--- config.mk ---
export PLATFORM = sky130hd
export DESIGN_NAME = instr_encoder
export DESIGN_NICKNAME = d
export VERILOG_FILES = /design/src/rtl/rv_enc_pkg.sv /design/src/rtl/instr_pack.sv /design/src/rtl/instr_encoder.sv
export SDC_FILE = /design/constraint.sdc
export NUM_CORES = 1
export LEC_CHECK = 0
export ABC_AREA = 0
export BUFFER_PORTS_ARGS = -buffer_cell sky130_fd_sc_hd__clkbuf_2
export CORE_UTILIZATION = 50
export DETAILED_ROUTE_END_ITERATION = 7
export PLACE_DENSITY = 0.75
export SLEW_MARGIN = 10
export SYNTH_ARGS = -nofsm -noshare
export SYNTH_HDL_FRONTEND = slang
export SYNTH_SLANG_ARGS = --single-unit
--- constraint.sdc ---
create_clock -name clk -period 2.3 [get_ports clk]
set_clock_uncertainty 0.2 [all_clocks]
set_input_delay 0 -clock clk [delete_from_list [all_inputs] [get_ports clk]]
set_output_delay 0 -clock clk [all_outputs]
set_load 0.005 [all_outputs]
--- src/rtl/rv_enc_pkg.sv ---
// Shared definitions for the RV32I instruction encoder.
// Format codes, opcodes, stage bundle and immediate range check.
package rv_enc_pkg;

    localparam logic [2:0] FMT_I = 3'd0;
    localparam logic [2:0] FMT_S = 3'd1;
    localparam logic [2:0] FMT_B = 3'd2;
    localparam logic [2:0] FMT_J = 3'd3;
    localparam logic [2:0] FMT_U = 3'd4;
    localparam logic [2:0] FMT_R = 3'd5;

    localparam logic [31:0] NOP_WORD = 32'h0000_0013;

    localparam logic [6:0] OP_IMM    = 7'b0010011;
    localparam logic [6:0] OP_STORE  = 7'b0100011;
    localparam logic [6:0] OP_BRANCH = 7'b1100011;
    localparam logic [6:0] OP_JAL    = 7'b1101111;
    localparam logic [6:0] OP_LUI    = 7'b0110111;
    localparam logic [6:0] OP_OP     = 7'b0110011;

    typedef struct packed {
        logic [2:0]  fmt;
        logic [6:0]  opcode;
        logic [4:0]  rd;
        logic [4:0]  rs1;
        logic [4:0]  rs2;
        logic [2:0]  funct3;
        logic [6:0]  funct7;
        logic [31:0] imm;
        logic        err;
    } s1_t;

    function automatic logic imm_bad(
        input logic [2:0]  f,
        input logic [31:0] imm
    );
        logic bad;
        bad = 1'b1;
        case (f)
            FMT_I, FMT_S: bad = !(&imm[31:11] || ~|imm[31:11]);
            FMT_B: bad = !(&imm[31:12] || ~|imm[31:12]) || imm[0];
            FMT_J: bad = !(&imm[31:20] || ~|imm[31:20]) || imm[0];
            FMT_U: bad = |imm[11:0];
            FMT_R: bad = 1'b0;
            default: bad = 1'b1;
        endcase
        return bad;
    endfunction

endpackage

--- src/rtl/instr_pack.sv ---
// Combinational field packer: S1 bundle to RV32I word.
// Erroneous bundles are replaced by the error word.
module instr_pack
    import rv_enc_pkg::*;
#(
    parameter logic [31:0] ERR_WORD = NOP_WORD
) (
    input  s1_t         f,
    output logic [31:0] word,
    output logic        err
);

    logic [31:0] raw;

    // Bit concatenation per format, error word substituted last
    always_comb begin
        raw = '0;
        err = f.err;
        unique case (f.fmt)
            FMT_I: raw = {f.imm[11:0], f.rs1, f.funct3,
                          f.rd, f.opcode};
            FMT_S: raw = {f.imm[11:5], f.rs2, f.rs1, f.funct3,
                          f.imm[4:0], f.opcode};
            FMT_B: raw = {f.imm[12], f.imm[10:5], f.rs2, f.rs1,
                          f.funct3, f.imm[4:1], f.imm[11],
                          f.opcode};
            FMT_J: raw = {f.imm[20], f.imm[10:1], f.imm[11],
                          f.imm[19:12], f.rd, f.opcode};
            FMT_U: raw = {f.imm[31:12], f.rd, f.opcode};
            FMT_R: raw = {f.funct7, f.rs2, f.rs1, f.funct3,
                          f.rd, f.opcode};
            default: err = 1'b1;
        endcase
        word = err ? ERR_WORD : raw;
    end

endmodule

--- src/rtl/instr_encoder.sv ---
// Two-stage RV32I instruction encoder with valid/ready on both sides.
// S1 holds fields and range result, S2 holds the packed word.
module instr_encoder
    import rv_enc_pkg::*;
#(
    parameter logic [31:0] ERR_WORD = NOP_WORD
) (
    input  logic        clk,
    input  logic        rst_n,
    input  logic        in_valid,
    output logic        in_ready,
    input  logic [2:0]  fmt,
    input  logic [6:0]  opcode,
    input  logic [4:0]  rd,
    input  logic [4:0]  rs1,
    input  logic [4:0]  rs2,
    input  logic [2:0]  funct3,
    input  logic [6:0]  funct7,
    input  logic [31:0] imm,
    output logic        out_valid,
    input  logic        out_ready,
    output logic [31:0] instr,
    output logic        range_err,
    output logic [15:0] err_count
);

    logic        s1_valid;
    s1_t         s1_q;
    s1_t         s1_d;
    logic        s1_load;
    logic        s2_load;
    logic [31:0] pack_word;
    logic        pack_err;

    // Stage advance: each stage loads when empty or draining
    always_comb begin
        s2_load  = !out_valid || out_ready;
        s1_load  = !s1_valid || s2_load;
        in_ready = s1_load;
    end

    // Input bundle with range check folded in
    always_comb begin
        s1_d.fmt    = fmt;
        s1_d.opcode = opcode;
        s1_d.rd     = rd;
        s1_d.rs1    = rs1;
        s1_d.rs2    = rs2;
        s1_d.funct3 = funct3;
        s1_d.funct7 = funct7;
        s1_d.imm    = imm;
        s1_d.err    = imm_bad(fmt, imm);
    end

    // S1 register: fields captured on accept
    always_ff @(posedge clk or negedge rst_n) begin
        if (!rst_n) begin
            s1_valid <= 1'b0;
            s1_q     <= '0;
        end else if (s1_load) begin
            s1_valid <= in_valid;
            if (in_valid) begin
                s1_q <= s1_d;
            end
        end
    end

    instr_pack #(
        .ERR_WORD (ERR_WORD)
    ) u_pack (
        .f    (s1_q),
        .word (pack_word),
        .err  (pack_err)
    );

    // S2 register: output word held while consumer stalls
    always_ff @(posedge clk or negedge rst_n) begin
        if (!rst_n) begin
            out_valid <= 1'b0;
            instr     <= '0;
            range_err <= 1'b0;
        end else if (s2_load) begin
            out_valid <= s1_valid;
            if (s1_valid) begin
                instr     <= pack_word;
                range_err <= pack_err;
            end
        end
    end

    // Saturating count of delivered error words
    always_ff @(posedge clk or negedge rst_n) begin
        if (!rst_n) begin
            err_count <= '0;
        end else if (out_valid && out_ready && range_err
                     && err_count != 16'hFFFF) begin
            err_count <= err_count + 16'd1;
        end
    end

endmodule

==> results of run 1 <==
## metrics by stage
step	setup WS [ps]	power (mW)	area [um2]	utilization [%]	cells
2_1_floorplan	506	3.40	5490	-	466
3_3_place_gp	410	3.82	6270	59.9	711
3_5_place_dp	335	3.89	6270	59.9	711
4_1_cts	82.3	6.35	7600	72.6	819
5_1_grt	33.5	6.62	7600	72.7	819
6_report	142	6.33	7600	72.7	819
## final cells by class
| class | count | area, um2 |
|---|---|---|
| flip-flops and latches | 119 | 2980 |
| fillers | 735 | 2860 |
| multi-input cells | 316 | 2360 |
| repair buffers | 216 | 1560 |
| clock buffers | 23 | 467 |
| well taps | 136 | 170 |
| clock inverters | 5 | 50.0 |
| inverters | 4 | 15.0 |
## metal layers
metal	vias up	routed length, um	track usage, %
li1	2136	-	-
met1	2245	6130	33.4
met2	142	7360	45.6
met3	18	648	6.08
met4	0	217	9.39
met5	-	0	0
## registers in the layout, indices dropped and copies added, names as in the netlist
signal / flops
s1_q: 68
range_err: 1
instr: 32
out_valid: 1
s1_valid: 1
err_count: 16
## worst max-delay path, cell delays in order, from the launching register on
cell	delay, ps
dfrtp_1	400
nand3b_1	230
nand2_4	280
mux2_2	370
dlygate4sd3_1	560
## power by group
part | internal (mW) | total [mW] | switching (mW)
combinational | 0.698 | 1.30 | 0.602
clock | 1.48 | 2.32 | 0.837
sequential | 2.41 | 2.71 | 0.293
## how the worst max path moves through the flow
stage / depth (start not counted) / endpoint / start / slack, ps
final: 4 / s1_q[62]$_DFFE_PN0P_ / out_valid$_DFFE_PN0P_ / 140
after global routing: 4 / s1_q[62]$_DFFE_PN0P_ / out_valid$_DFFE_PN0P_ / 30
after CTS: 4 / s1_q[60]$_DFFE_PN0P_ / out_valid$_DFFE_PN0P_ / 80
after floorplan: 5 / err_count[12]$_DFFE_PN0P_ / err_count[0]$_DFFE_PN0P_ / 510
after detailed placement: 5 / instr[15]$_DFFE_PN0P_ / s1_q[65]$_DFFE_PN0P_ / 340
after global placement: 5 / instr[20]$_DFFE_PN0P_ / s1_q[65]$_DFFE_PN0P_ / 410
## what timing repair did
item	4_1_cts	5_1_grt
setup endpoints to repair	0	7
resized for setup	0	1
hold buffers	80	0
hold endpoints to repair	209	0
## cell usage in the layout, fill, tap and decap left out, types with 14 or more instances in the layout
cell type      instances
mux2_2                73
clkbuf_2             120
nand2_1               26
nor2_1                18
dlygate4sd3_1         79
dfrtp_1              118
buf_4                 14
a21oi_1               33
a22o_1                17
o21ai_0               16
a22oi_1               14
clkbuf_16             16
## cell families after synthesis
group                      after synthesis  synth area share, %
DFF                                    119                 54.3
AOI/OAI and AO/OA                      108                 12.7
buffers and inverters                   31                 2.80
adders and majority gates                1                0.228
and+or+nand+nor                        109                 10.7
muxes                                   86                 17.4
xor gates and xnor gates                12                 1.91
==> flow_summary_export.csv, run 1 <==
group,metric,value,unit
clock_tree,clkTransAtPathRegs,50,ps
clock_tree,clk_latency,510,ps
timing,hold_viol,0,
synth,ys_seq_area_share,54.3,%
clock_tree,cts_max_level,4,
final_layout,final_nets,746,
synth,synthTopCellsByCount,"119 x dfrtp_1, 73 x mux2_2, 33 x a21oi_1",
clock_tree,numCtsBuffers,17,
routing,viasPerCell,5.54,
synth,synthArstFlopShare,100,%
grt,antenna_found_initial,0,
min_path,hp-start,"rs2[2]",
setup_path,ff2ff_path_depth,4,
final_layout,drive_gt1_share,36.2,%
die,fp-row-count,37,
die,die_width,107,um
setup_path,crit_type,"flop to flop",
timing,slew_headroom,42.6,%
final_layout,n_antenna_cell,0,
synth,synth_area,0.00549,mm2
min_path,hold_class,"input port to flop",
grt,grt_max_degree,40,
placement,place_congestion,0.824,
synth,synth_cell_type_count,46,
die,fp.coreArea,0.0105,mm2
setup_path,arrival,2340,ps
grt,track_usage,26.7,%
synth,synth_area_per_cell,11.8,um2
placement,numPortBuffers,121,
setup_path,r2r_start,"out_valid$_DFFE_PN0P_",
clock_tree,tritoncts,"yes",
clock_tree,clockBufferDepth,2,
pwr,p_leak,3.45,nW
synth,synth_top_cell_by_area,"dfrtp_1",
die,die_h,107,um
routing,drtPass1Iterations,4,
timing,period_share,93.8,%
die,io_pins,122,
routing,wl_per_cell,17.5,um
timing,tightest_slew,857,ps
synth,post-synth-top-area-fraction,54.3,%
outcome,outcome,"completed",
routing,drc,0,
timing,max_freq,0.463,GHz
clock_tree,post_cts_buffers,0,
min_path,min_to,"s1_q[45]$_DFFE_PN0P_",
grt,grt_pass1_wl,23.3,mm
placement,dp_hpwl,9.50,mm
clock_tree,cts_root_buf,"clkbuf_8",
synth,yosysMostFrequentCell,"dfrtp_1",
timing,hold_ws,65.9,ps
pwr,p_per_area,832,mW/mm2
die,dieArea,0.0114,mm2
routing,wl,14.4,mm
synth,synthFlopType,"dfrtp_1",
clock_tree,clkSinkCount,119,
pwr,peakVddDrop,542,uV
routing,antenna_left,0,
setup_path,worstReg2RegEnd,"s1_q[62]$_DFFE_PN0P_",
timing,rsz0062_at_grt,"false",
timing,finalMaxSlewViolations,0,
synth,ys_ff_latch,119,
synth,synth.area.top_cells,"dfrtp_1 54%, mux2_2 15%, a21oi_1 3.0%, a22o_1 2.7%, mux2i_1 2.2%",
flow_run,drv_cap,0,
synth,synthCells,466,
routing,vias,4541,
setup_path,path_max_fanout,14,
setup_path,endpoint_kind,"flop",
setup_path,r2r_slack,140,ps
timing,post-route-min-period,2160,ps
grt,grt-ovfl-total,0,
grt,grt_pass1_vias,4707,
synth,synth_edf_count,0,
setup_path,cp.required,2480,ps
routing,drtIter0Drc,213,
min_path,min_path_cells,3,
timing,setup_violations,0,
synth,synth_nets,538,
timing,final.setup.tns,0,ps
final_layout,syn2layout_area_growth,38.5,%
synth,yosysWarnings,0,
setup_path,crit_path_start_kind,"flop",
die,start_util,52.5,%
Note: power is estimated with default switching activity, not from simulation.
==> inputs of run 2 (changes only) <==
- CORE_UTILIZATION: 50 -> 48
- PLACE_DENSITY: 0.75 -> 0.72
==> run 2 against run 1 <==
Clock power up 26%. Critical path type unchanged. Register-to-register slack better by 80 ps. Largest power group is now the clock network. Sequential power about the same. Largest cell class unchanged. Final area up 0.95%.
==> flow_summary_export.csv, run 2 (synthesis results as in run 1) <==
group,metric,value,unit
routing,wl,14.2,mm
pwr,peakVddDrop,599,uV
setup_path,slowest_delay,550,ps
setup_path,crit_path_start_kind,"flop",
clock_tree,post_cts_resized,0,
clock_tree,tritoncts,"yes",
clock_tree,cts_max_level,4,
die,fp.coreArea,0.0110,mm2
min_path,hold_class,"input port to flop",
clock_tree,cts_root_buf,"clkbuf_16",
final_layout,syn2layout_area_growth,39.8,%
final_layout,drive_gt1_share,36.8,%
clock_tree,clockBufferDepth,2,
placement,place_congestion,0.844,
die,dieArea,0.0119,mm2
pwr,total_power,6.90,mW
timing,tightest_slew,552,ps
placement,numPortBuffers,121,
timing,post-route-min-period,2080,ps
die,die_width,109,um
final_layout,top_regs,"s1_q x68, instr x32, err_count x16",
grt,track_usage,25.9,%
die,start_util,50.0,%
setup_path,r2r_start,"out_valid$_DFFE_PN0P_",
pwr,p_int,5.11,mW
timing,setup_violations,0,
final_layout,fin_cells,819,
grt,grt_max_degree,65,
pwr,p_sw,1.79,mW
setup_path,slowest_stage,"dlygate4sd3_1",
grt,grt_pass1_vias,4469,
outcome,outcome,"completed",
clock_tree,clkTransAtPathRegs,50,ps
min_path,hp-start,"funct7[1]",
placement,placedCellCount,713,
timing,hold_viol,0,
timing,slew_headroom,63.1,%
final_layout,final_cell_mix,"120 x clkbuf_2, 118 x dfrtp_1, 74 x dlygate4sd3_1",
setup_path,ff2ff_path_depth,4,
setup_path,arrival,2170,ps
clock_tree,clk_latency,410,ps
setup_path,path_max_fanout,7,
final_layout,largest_register_ffs,68,
clock_tree,numCtsBuffers,17,
final_layout,layout_commonest_cell,"clkbuf_2",
min_path,min_to,"s1_q[34]$_DFFE_PN0P_",
setup_path,worstReg2RegEnd,"s1_q[58]$_DFFE_PN0P_",
setup_path,path_cells,"nand3b_1, nand2_2, mux2_2, dlygate4sd3_1",
clock_tree,clkSinkCount,119,
die,die_h,109,um
flow_run,drv_cap,0,
setup_path,path_delay_family,"buffers and inverters",
die,io_pins,122,
routing,wl_per_cell,17.3,um
setup_path,cp.required,2390,ps
routing,drtPass1Iterations,5,
grt,antenna_found_initial,0,
placement,dp_hpwl,9.28,mm
clock_tree,post_cts_buffers,0,
setup_path,endpoint_kind,"flop",
placement,place_area,0.00626,mm2
pwr,switching_share,25.9,%
min_path,min_path_cells,3,
routing,drc,0,
timing,final.setup.tns,0,ps
timing,rsz0062_at_grt,"false",
timing,max_freq,0.480,GHz
final_layout,design_area,0.00767,mm2
final_layout,regMostFlops,"s1_q",
pwr,p_leak,3.48,nW
pwr,pwr-share-clk,42.4,%
routing,drtIter0Drc,329,
grt,grt-ovfl-total,0,
setup_path,crit_type,"flop to flop",
pwr,pwr-share-comb,18.1,%
grt,grt_pass1_wl,22.9,mm
final_layout,final_nets,739,
pwr,seqPwrFrac,39.5,%
routing,viasPerCell,5.50,
routing,antenna_left,0,
setup_path,r2r_slack,220,ps
setup_path,path_buf_inv,1,
die,fp-row-count,38,
final_layout,n_antenna_cell,0,
pwr,p_per_area,900,mW/mm2
routing,vias,4507,
final_layout,final_util,69.9,%
timing,period_share,90.5,%
timing,finalMaxSlewViolations,0,
==> run 2: changes by cell type in the layout (fill, tap and decap cells not counted), sizes merged <==
cell	change
clkbuf	-1
dlygate4sd3	-5
bufinv	+4
buf	-2
==> run 2: routing by layer <==
layer  vias to the layer above  share of wire (%)  wire length [um]  GRT usage (%)
li1                       2131                  -                 -              -
met1                      2197                 43              6100           33.5
met2                       157                 48              6870           41.5
met3                        22                6.7               955           7.65
met4                         0                1.7               234           9.27
met5                         -                  0                 0              0
==> run 2: worst reg2reg max path, stage by stage (launching register included) <==
cell and delay (ps):
dfrtp_1 400, nand3b_1 190, nand2_2 260, mux2_2 360, dlygate4sd3_1 550
==> run 2: metrics by stage <==
stage / hold WS [ps] / setup WS (ps)
3_5_place_dp: -161 / 388
6_report: 157 / 218
5_1_grt: 154 / 121
3_3_place_gp: -169 / 406
2_1_floorplan: -496 / 506
4_1_cts: 141 / 225
==> run 2: area by class of cell <==
class,instances,area (um2)
Sequential cell,119,2980
Clock inverter,9,170
Clock buffer,22,484
Timing Repair Buffer,209,1490
Multi-Input combinational cell,316,2360
Fill cell,765,3310
Inverter,4,15.0
Tap cell,140,175
==> run 2: timing repair <==
item,in CTS,in global routing
setup endpoints to repair,0,0
hold buffers,75,0
hold endpoints to repair,200,0
==> run 2: power groups by stage <==
stage | Clock [mW] | Sequential (mW) | Combinational (mW)
final | 2.93 | 2.73 | 1.25
after global routing | 3.08 | 2.77 | 1.38
after CTS | 2.96 | 2.72 | 1.25
after detailed placement | 0 | 2.75 | 1.13
after global placement | 0 | 2.73 | 1.10
after floorplan | 0 | 2.65 | 0.744
==> run 2: worst max-delay path by stage <==
stage / from / to / slack (ps) / cells after the start
after floorplan: err_count[0]$_DFFE_PN0P_ / err_count[12]$_DFFE_PN0P_ / 510 / 5
after global placement: out_valid$_DFFE_PN0P_ / s1_q[1]$_DFFE_PN0P_ / 410 / 4
after detailed placement: out_valid$_DFFE_PN0P_ / s1_q[48]$_DFFE_PN0P_ / 390 / 4
after CTS: out_valid$_DFFE_PN0P_ / s1_q[58]$_DFFE_PN0P_ / 220 / 4
after global routing: out_valid$_DFFE_PN0P_ / s1_q[61]$_DFFE_PN0P_ / 120 / 4
final: out_valid$_DFFE_PN0P_ / s1_q[58]$_DFFE_PN0P_ / 220 / 4
==> inputs of run 3 (changes only) <==
- clock period: 2.3 -> 2.6 ns (I/O delays scaled with it)
==> run 3 against run 2 <==
The run now ends with hold timing left. Die area unchanged. First-iteration DRC count decreased by 22%. Clock power decreased by 22%. Sequential power decreased by 12%. Total power decreased by 16%. Critical endpoint is now instr[12]$_DFFE_PN0P_. Largest cell class unchanged. Largest power group is now registers.
==> flow_summary_export.csv, run 3 (synthesis results as in run 1) <==
group,metric,value,unit
final_layout,syn2layout_area_growth,37.3,%
clock_tree,clkTransAtPathRegs,50,ps
outcome,outcome,"complete, but fails checks",
timing,tightest_slew,871,ps
setup_path,crit_path_start_kind,"flop",
final_layout,n_antenna_cell,0,
grt,track_usage,25.8,%
placement,place_congestion,0.816,
clock_tree,clk_latency,420,ps
die,io_pins,122,
final_layout,layout_commonest_cell,"clkbuf_2",
routing,wl,14.3,mm
grt,grt-ovfl-total,0,
flow_run,drv_cap,0,
die,start_util,50.0,%
grt,grt_pass1_wl,22.7,mm
grt,grt_max_degree,57,
timing,post-route-min-period,2060,ps
routing,viasPerCell,5.50,
setup_path,crit_type,"flop to flop",
setup_path,path_max_fanout,16,
pwr,total_power,5.80,mW
pwr,switching_share,27.2,%
clock_tree,cts_max_level,4,
final_layout,design_area,0.00754,mm2
final_layout,largest_register_ffs,68,
final_layout,final_nets,731,
final_layout,regMostFlops,"s1_q",
final_layout,final_util,68.6,%
min_path,hold_class,"input port to async pin",
pwr,p_leak,3.41,nW
grt,antenna_found_initial,0,
final_layout,final_cell_mix,"120 x clkbuf_2, 118 x dfrtp_1, 73 x mux2_2",
timing,setup_violations,0,
timing,rsz0062_at_grt,"false",
clock_tree,clockBufferDepth,2,
routing,drtPass1Iterations,5,
die,dieArea,0.0119,mm2
routing,antenna_left,0,
clock_tree,cts_root_buf,"clkbuf_16",
die,fp.coreArea,0.0110,mm2
timing,hold_viol,12,
timing,hold_ws,-20.9,ps
setup_path,cp.required,2750,ps
pwr,pwr-share-comb,19.0,%
timing,final.setup.tns,0,ps
placement,place_area,0.00624,mm2
die,fp-row-count,38,
routing,vias,4463,
placement,dp_hpwl,9.33,mm
routing,drtIter0Drc,256,
grt,grt_pass1_vias,4458,
setup_path,endpoint_kind,"flop",
timing,max_freq,0.486,GHz
routing,drc,0,
routing,wl_per_cell,17.6,um
final_layout,drive_gt1_share,36.5,%
pwr,p_per_area,770,mW/mm2
pwr,pwr-share-clk,39.6,%
placement,numPortBuffers,121,
timing,finalMaxSlewViolations,0,
clock_tree,post_cts_buffers,0,
die,die_width,109,um
pwr,p_int,4.22,mW
die,die_h,109,um
timing,period_share,79.2,%
setup_path,arrival,2210,ps
pwr,seqPwrFrac,41.4,%
pwr,peakVddDrop,528,uV
clock_tree,tritoncts,"yes",
outcome,violations,"hold timing",
final_layout,top_regs,"s1_q x68, instr x32, err_count x16",
timing,slew_headroom,41.7,%
pwr,p_sw,1.58,mW
clock_tree,numCtsBuffers,17,
clock_tree,clkSinkCount,119,
==> run 3: cell count changes in the layout (fill, tap and decap cells not counted) <==
cell / change
clkbuf_1: +1
bufinv_16: -3
clkinvlp_4: +1
buf_4: -5
clkinv_2: +2
dlygate4sd3_1: -3
==> run 3: final timing paths <==
path                                              end            startpoint  slack (ps)  cells past startpoint
worst min register to register   instr[8]$_DFFE_PN0P_  instr[8]$_DFFE_PN0P_         280                      2
worst min-delay path             s1_q[60]$_DFFE_PN0P_                 rst_n         -20                      2
min in group clk                 s1_q[62]$_DFFE_PN0P_             opcode[4]         160                      3
worst max-delay path            instr[12]$_DFFE_PN0P_  s1_q[65]$_DFFE_PN0P_         540                      4
max in group asynchronous        s1_q[15]$_DFFE_PN0P_                 rst_n        1460                      3
worst max register to register  instr[12]$_DFFE_PN0P_  s1_q[65]$_DFFE_PN0P_         540                      4
==> run 3: metrics by stage <==
step | setup slack (ps) | cells
4_1_cts | 563 | 812
6_report | 540 | 812
5_1_grt | 413 | 812
2_1_floorplan | 806 | 466
3_5_place_dp | 592 | 709
3_3_place_gp | 673 | 709
==> run 3: critical path, stage by stage (launching register included) <==
cell and delay [ps]:
dfrtp_2 540, nor2_1 720, a22oi_1 170, o22ai_1 200, a22o_1 150
==> run 3: final cells by class <==
type | instances | area (um2)
Multi-Input combinational cell | 316 | 2360
Timing Repair Buffer | 201 | 1420
Tap cell | 140 | 175
Inverter | 4 | 15.0
Fill cell | 807 | 3440
Clock buffer | 23 | 488
Clock inverter | 9 | 97.6
Sequential cell | 119 | 2980
==> run 3: per-layer routing <==
metal | vias to the layer above | wire, um | GRT usage [%]
met5 | - | 0 | 0
met4 | 0 | 204 | 9.17
met3 | 19 | 832 | 6.75
met2 | 148 | 7080 | 42.8
met1 | 2190 | 6140 | 32.5
li1 | 2106 | - | -
==> run 3: what timing repair did <==
action / CTS / global route
hold buffers: 71 / 0
resized for setup: 0 / 0
endpoints found under the hold margin: 181 / 0
==> run 3: power groups by stage <==
stage / combinational, mW / sequential [mW] / clock, mW
floorplan: 0.658 / 2.35 / 0
global placement: 0.976 / 2.40 / 0
detailed placement: 1.01 / 2.42 / 0
CTS: 1.10 / 2.39 / 2.32
global route: 1.22 / 2.43 / 2.41
finish: 1.10 / 2.40 / 2.29
